File: config.mk
export PLATFORM = sky130hd
export DESIGN_NAME = pc_sequencer
export DESIGN_NICKNAME = d
export VERILOG_FILES = /design/src/rtl/pc_sequencer_pkg.sv /design/src/rtl/pc_sequencer_imm_b_decode.sv /design/src/rtl/pc_sequencer.sv
export SDC_FILE = /design/constraint.sdc
export NUM_CORES = 1
export LEC_CHECK = 0
export ABC_AREA = 0
export CAP_MARGIN = 40
export CORE_UTILIZATION = 40
export CTS_CLUSTER_SIZE = 14
export DETAILED_ROUTE_END_ITERATION = 10
export PLACE_DENSITY = 0.76
export SLEW_MARGIN = 20
export SYNTH_ARGS = -nofsm -noshare
export SYNTH_HDL_FRONTEND = slang
export SYNTH_SLANG_ARGS = --single-unit
File: constraint.sdc
create_clock -name clk -period 6.5 [get_ports clk]
set_clock_uncertainty 0.15 [all_clocks]
set_input_delay 1.3 -clock clk [delete_from_list [all_inputs] [get_ports clk]]
set_output_delay 1.3 -clock clk [all_outputs]
set_load 0.005 [all_outputs]
File: src/rtl/pc_sequencer_pkg.sv
// Shared constants for the PC sequencer: branch opcode, funct3 codes, FSM states.
// Also holds the saturating increment used by the taken-branch counter.
package pc_sequencer_pkg;

  localparam logic [6:0] BRANCH = 7'b1100011;

  localparam logic [2:0] BEQ  = 3'd0;
  localparam logic [2:0] BNE  = 3'd1;
  localparam logic [2:0] BLT  = 3'd4;
  localparam logic [2:0] BGE  = 3'd5;
  localparam logic [2:0] BLTU = 3'd6;
  localparam logic [2:0] BGEU = 3'd7;

  typedef enum logic [2:0] {
    FETCH    = 3'd0,
    DECODE   = 3'd1,
    BR_ISSUE = 3'd2,
    BR_WAIT  = 3'd3,
    ISSUE    = 3'd4,
    TRAP     = 3'd5
  } state_t;

  function automatic logic [15:0] sat_inc16(input logic [15:0] v);
    return (v == 16'hFFFF) ? v : v + 16'd1;
  endfunction

endpackage

File: src/rtl/pc_sequencer_imm_b_decode.sv
// B-type immediate extraction, sign-extended to 32 bits.
// Latency: combinational. Backpressure: none.
module imm_b_decode (
  input  logic [31:0] instr,
  output logic [31:0] imm
);

  assign imm = {{20{instr[31]}}, instr[7], instr[30:25], instr[11:8], 1'b0};

endmodule

File: src/rtl/pc_sequencer.sv
// Fetch/decode sequencer: fetches at pc, issues branches to the branch unit or other ops to execute.
// Latency: 3 cycles ack-to-next-fetch for non-branch, 4 for branch; stalls in FETCH and ISSUE on ack/ready.
module pc_sequencer
  import pc_sequencer_pkg::*;
#(
  parameter logic [31:0] RESET_VECTOR = 32'h0000_0000,
  parameter logic [31:0] TRAP_VECTOR  = 32'h0000_0100
) (
  input  logic        clk,
  input  logic        reset,
  output logic        imem_req,
  output logic [31:0] imem_addr,
  input  logic        imem_ack,
  input  logic [31:0] imem_rdata,
  output logic        br_enable,
  output logic [2:0]  br_funct3,
  output logic [31:0] br_imm,
  output logic [31:0] br_pc,
  input  logic [31:0] br_next_pc,
  output logic        instr_valid,
  output logic [31:0] instr,
  output logic [31:0] instr_pc,
  input  logic        instr_ready,
  output logic        trap,
  output logic [15:0] br_taken_count
);

  state_t      state;
  state_t      state_nxt;
  logic [31:0] pc;
  logic [31:0] ir;
  logic [31:0] pc_plus4;
  logic        br_misaligned;

  assign pc_plus4      = pc + 32'd4;
  assign br_misaligned = (br_next_pc[1:0] != 2'b00);

  // ir and pc only change in FETCH/BR_WAIT/ISSUE/TRAP, so the branch
  // operands stay stable from BR_ISSUE through BR_WAIT by construction.
  assign imem_addr = pc;
  assign instr     = ir;
  assign instr_pc  = pc;
  assign br_funct3 = ir[14:12];
  assign br_pc     = pc;

  imm_b_decode u_imm_b_decode (
    .instr (ir),
    .imm   (br_imm)
  );

  always_ff @(posedge clk) begin
    if (reset) begin
      state          <= FETCH;
      pc             <= RESET_VECTOR;
      ir             <= '0;
      br_taken_count <= '0;
    end else begin
      state <= state_nxt;
      case (state)
        FETCH: begin
          if (imem_ack) ir <= imem_rdata;
        end
        BR_WAIT: begin
          if (!br_misaligned) begin
            pc <= br_next_pc;
            if (br_next_pc != pc_plus4) br_taken_count <= sat_inc16(br_taken_count);
          end
        end
        ISSUE: begin
          if (instr_ready) pc <= pc_plus4;
        end
        TRAP: begin
          pc <= TRAP_VECTOR;
        end
        default: ;
      endcase
    end
  end

  always_comb begin
    state_nxt   = state;
    imem_req    = 1'b0;
    br_enable   = 1'b0;
    instr_valid = 1'b0;
    trap        = 1'b0;
    case (state)
      FETCH: begin
        imem_req = 1'b1;
        if (imem_ack) state_nxt = DECODE;
      end
      DECODE:   state_nxt = (ir[6:0] == BRANCH) ? BR_ISSUE : ISSUE;
      BR_ISSUE: begin
        br_enable = 1'b1;
        state_nxt = BR_WAIT;
      end
      BR_WAIT:  state_nxt = br_misaligned ? TRAP : FETCH;
      ISSUE: begin
        instr_valid = 1'b1;
        if (instr_ready) state_nxt = FETCH;
      end
      TRAP: begin
        trap      = 1'b1;
        state_nxt = FETCH;
      end
      default:  state_nxt = FETCH;
    endcase
    // Outputs are forced quiet for the whole reset window, not just after the first edge.
    if (reset) begin
      state_nxt   = FETCH;
      imem_req    = 1'b0;
      br_enable   = 1'b0;
      instr_valid = 1'b0;
      trap        = 1'b0;
    end
  end

endmodule

### Yosys cells after proc, flatten, opt, wreduce, memory -nomap -nowiden

Cells that the tools add are included.

| storage, ports and cells | value |
|---|---|
| output and inout bits | 183 |
| bits of input ports | 68 |
| logic and storage cells | 42 |
| bits in registers | 83 |

| operators by class | value |
|---|---|
| multiplexer cells | 16 |
| reductions and logical operators | 7 |
| $add $sub $neg | 2 |
| eq/ne operators | 11 |
| bitwise gates (word level) | 2 |

Operator list:

| operator | number |
|---|---|
| $pmux W32 S3 | 1 |
| $mux W32 | 2 |
| $add A32 B3 Y32 const B | 1 |
| $ne A32 B32 Y1 | 1 |
| $add A16 B1 Y16 const B | 1 |
| $eq A16 B16 Y1 const B | 1 |
| $pmux W3 S5 | 1 |
| $mux W3 | 4 |
| $mux W1 | 8 |
| $eq A7 B7 Y1 const B | 1 |
| $eq A3 B2 Y1 const B | 2 |
| $eq A3 B3 Y1 const B | 2 |
| $ne A2 B2 Y1 const B | 3 |
| $reduce_and A2 Y1 | 2 |
| $reduce_and A4 Y1 | 1 |
| $eq A3 B1 Y1 const B | 1 |
| $logic_not A3 Y1 | 1 |
| $reduce_and A3 Y1 | 1 |
| $reduce_bool A3 Y1 | 1 |
| $not A1 Y1 | 2 |
| $reduce_bool A2 Y1 | 1 |

### Longest topological paths before layout

| depth | value |
|---|---|
| word-level depth | 3 |
| depth in mapped cells | 14 |

### By module

From an unflattened synthesis, not the netlist that was laid out.

| second synthesis, totals | value |
|---|---|
| cells, all modules | 803 |
| area, all modules | 5851.9 um^2 |

Modules (own cells, without submodules):

| module | area an instance (um^2) | cells each | times used |
|---|---|---|---|
| pc_sequencer | 5607.9 | 770 | 1 |
| imm_b_decode | 244.0 | 33 | 1 |

### Worst setup path after synthesis

Ideal clock, no wire load.

| timing | value |
|---|---|
| path kind | input port to output port |
| start | in reset |
| end | out instr_valid |
| data arrival time | 1.990 ns |
| path slack | 3.060 ns |
| cell stages on the path | 4 |
| required time | 5.050 ns |
| path buffers | 3 |
| path through | clkbuf_1 buf_6 clkbuf_1 nor2_1 |

| between the ends | value |
|---|---|
| word-level cells in the longest chain between the ends | 1 |

Ends and longest elaborated chain:

| element | line | RTL |
|---|---|---|
| start, declared | pc_sequencer.sv:10 | `input logic reset,` |
| $mux W1 | pc_sequencer.sv:108 | `if (reset) begin` |
| end, declared | pc_sequencer.sv:20 | `output logic instr_valid,` |

No other way between the ends.

### Worst setup path after layout

| timing | value |
|---|---|
| start | reg state[1] |
| end | out instr_valid |

| between the ends | value |
|---|---|
| word-level cells in the longest chain between the ends | 3 |

Ends and longest elaborated chain:

| element | line | RTL |
|---|---|---|
| start, declared | pc_sequencer.sv:28 | `state_t state;` |
| start signal, assigned | pc_sequencer.sv:58 | `state <= state_nxt;` |
| $eq A3 B3 Y1 | pc_sequencer.sv:86 | `case (state)` |
| $mux W1 | pc_sequencer.sv:86 |  |
| $mux W1 | pc_sequencer.sv:108 |  |

No other way between the ends.

==> impl_metrics.env <==
export IMPL_clk_latency_ns=0.35
export IMPL_firstDrtPassIters=5
export IMPL_slew_viol_final=0
export IMPL_clock_sinks=83
export IMPL_tightest_slew_ns=0.7616
export IMPL_die_w_um=123.0
export IMPL_io_pins=251
export IMPL_numCtsBuffers=9
export IMPL_maxCapViolations=0
export IMPL_critical_path_buf_inv_count=2
export IMPL_placementRows=43
export IMPL_start_util=0.4151
export IMPL_end_kind="output pin"
export IMPL_synth_seq_area_share=0.2839
export IMPL_port_buffers=249
export IMPL_critPathLaunchType="flip-flop"
export IMPL_hp_class="reg -> reg"
export IMPL_max_stage_delay_ns=0.70
export IMPL_wl_per_cell_um=15.93
export IMPL_final_common_cell="clkdlybuf4s50_1"
export IMPL_path_delay_family="simple AND/OR/NAND/NOR gates"
export IMPL_gp_congestion=0.8499
export IMPL_grt_pass1_vias=5235
export IMPL_cts_htree_levels=3
export IMPL_ant_nets=0
export IMPL_die_area_um2=15120
export IMPL_synth_edf_count=0
export IMPL_drive_gt1_frac=0.04357
export IMPL_syn_mean_instance_area_um2=7.287
export IMPL_synth_cell_types=67
export IMPL_final_hold_viol_count=0
export IMPL_cts_resized=0
export IMPL_grt_use_total=0.2288
export IMPL_synthArstFlopShare=0
export IMPL_path_clk_slew_ns=0.07
export IMPL_antenna_found_initial=0
export IMPL_cpMaxStageDelayCell="or2_2"
export IMPL_cts_tree="built"
export IMPL_ctsHoldBuffers=0
export IMPL_required_ns=5.05
export IMPL_postCtsSetupBuffers=0
export IMPL_cts_root_buf="clkbuf_16"
export IMPL_viasPerCell=5.348
export IMPL_core_um2=14100
export IMPL_clk_path_buf_depth=2
export IMPL_area_growth_pct=35.28
export IMPL_r2r_setup_slack_ns=2.62
export IMPL_dp_hpwl_mm=12.50
export IMPL_slew_headroom=0.4922
export IMPL_die_h_um=123.0
export IMPL_critical_path_arrival_ns=2.83
export IMPL_antenna_cells=0
export IMPL_final_setup_viol_count=0
export IMPL_final_cell_mix="clkdlybuf4s50_1, nand2_1, a21oi_1"
export IMPL_grt_max_degree=39
export IMPL_status="finished, final reports clean"
export IMPL_holdWs_ns=0.3063
export IMPL_fillers=1335
export IMPL_fmax_ghz=0.2335
export IMPL_synth_nets=873
export IMPL_critical_path_peak_fanout=38
export IMPL_p_per_area_nw_per_um2=165.4
export IMPL_syn_inst=803
export IMPL_drtIter0Drc=397
export IMPL_timing_final_crit_share=0.6588
export IMPL_irDropWorstVdd_mv=0.1299
export IMPL_wirelength_mm=17.50
export IMPL_ys_flop_type="dfxtp_1"
export IMPL_num_vias=5872
export IMPL_fin_setup_tns_ns=0
export IMPL_overflow=0
export IMPL_crit_chain="nand2b_1 > buf_4 > or2_2 > nor2_1 > clkdlybuf4s50_1"
export IMPL_worstSetupPathType="reg -> out"
export IMPL_ys_ff_latch=83
export IMPL_seqCellArea_um2=1662
export IMPL_leakage_nw=2.676
export IMPL_synth_area_um2=5852
export IMPL_grt_setup_unrepaired="false"
export IMPL_nets=984
export IMPL_multiInputGateArea_um2=3146
export IMPL_period_needed_ns=4.282
export IMPL_ys_warn_count=0
export IMPL_grt_pass1_wl_mm=27.21
export IMPL_drcViolationCount=0
[routing by layer]
metal | vias up | wire length, µm | global-route usage
li1 | 2904 | - | -
met1 | 2732 | 7519 | 0.2880
met2 | 216 | 8448 | 0.3848
met3 | 20 | 1266 | 0.05581
met4 | 0 | 261 | 0.06784
met5 | - | 0 | 0
[state kept, by name, summed over array words and instances (netlist names)]
name and cells:
br_taken_count 16, br_pc 32, instr 32, state 3
[cells in the mapped netlist, types with 2 or more instances]
master | instances | area [µm²]
nand3_1 | 23 | 115.1
buf_4 | 103 | 773.2
o21a_1 | 2 | 15.01
xnor2_1 | 24 | 210.2
o32ai_1 | 2 | 17.52
nand2b_1 | 5 | 31.28
o31a_1 | 2 | 17.52
o31ai_1 | 9 | 67.56
inv_1 | 9 | 33.78
nor3_1 | 21 | 105.1
buf_2 | 12 | 60.06
a31oi_1 | 3 | 18.77
nor4_1 | 15 | 93.84
and4_1 | 7 | 61.31
nand4_1 | 13 | 81.33
a22oi_1 | 5 | 37.54
ha_1 | 2 | 25.02
o21ai_1 | 2 | 10.01
nand2_1 | 117 | 439.2
nor4_4 | 2 | 42.54
dfxtp_1 | 83 | 1662
buf_6 | 4 | 45.04
a2111oi_0 | 2 | 17.52
nor3b_1 | 4 | 30.03
o21ai_0 | 36 | 180.2
or2_2 | 2 | 12.51
or3_1 | 12 | 75.07
a32o_1 | 2 | 20.02
nor4b_1 | 4 | 35.03
a211oi_1 | 5 | 37.54
mux2i_1 | 3 | 30.03
and3_1 | 7 | 43.79
nor2b_1 | 2 | 12.51
a21oi_1 | 90 | 450.4
and2_1 | 6 | 37.54
or4_1 | 6 | 45.04
clkbuf_1 | 37 | 138.9
or4b_2 | 2 | 20.02
o21bai_1 | 2 | 15.01
xor2_1 | 20 | 175.2
nor2_1 | 70 | 262.8
[metrics by stage]
step | area (µm²) | power [mW] | setup slack (ns) | std cells | utilization
detailed placement | 7641 | 0.8291 | 2.349 | 1083 | 0.5421
CTS | 7916 | 1.324 | 2.239 | 1098 | 0.5616
floorplan | 5852 | 0.7028 | 3.060 | 803 | -
global route | 7916 | 1.370 | 2.088 | 1098 | 0.5616
global placement | 7599 | 0.8239 | 2.304 | 1081 | 0.5391
finish | 7916 | 1.310 | 2.218 | 1098 | 0.5616
[kinds of logic (layout without fill, tap and decap cells)]
family	count (synthesis)	count (layout)	synth area share
other cells	1	1	0.0006408
simple gates	330	330	0.2865
flops	83	83	0.2839
compound gates	173	173	0.1715
buf+inv	166	281	0.1802
mux	4	4	0.007056
fa+ha+maj	2	2	0.004276
xor+xnor	44	44	0.06585
[report_power, final]
| part | internal, mW | total (mW) | switching [mW] |
|---|---|---|---|
| combinational | 0.152 | 0.258 | 0.106 |
| clock | 0.262 | 0.491 | 0.228 |
| sequential | 0.529 | 0.561 | 0.0323 |
| total | 0.943 | 1.31 | 0.366 |
[cell type report]
cell class	instances	share of cell area
Clock buffer	9	0.02845
Sequential cell	83	0.2099
Multi-Input combinational cell	554	0.3973
Clock inverter	6	0.006322
Inverter	9	0.004267
Timing Repair Buffer	257	0.3253
Tap cell	180	0.02845
[worst paths after layout]
path                   from                end  depth (start not counted)
setup / recovery   state[1]        instr_valid                          5
hold / removal    instr[24]          instr[24]                          2
setup reg to reg   br_pc[4]  br_taken_count[2]                         10
hold reg to reg   instr[24]          instr[24]                          2
[worst reg2reg max path, stage by stage (launching register included)]
cell and delay (ns):
dfxtp_1 0.62, and4_1 0.40, nand4_1 0.53, or3_1 0.56, a22oi_1 0.18, nor4b_1 0.26
nand4_1 0.16, o21ai_1 0.21, buf_4 0.29, nor2_1 0.08, mux2_1 0.31
(Power assumes the default switching activity.)
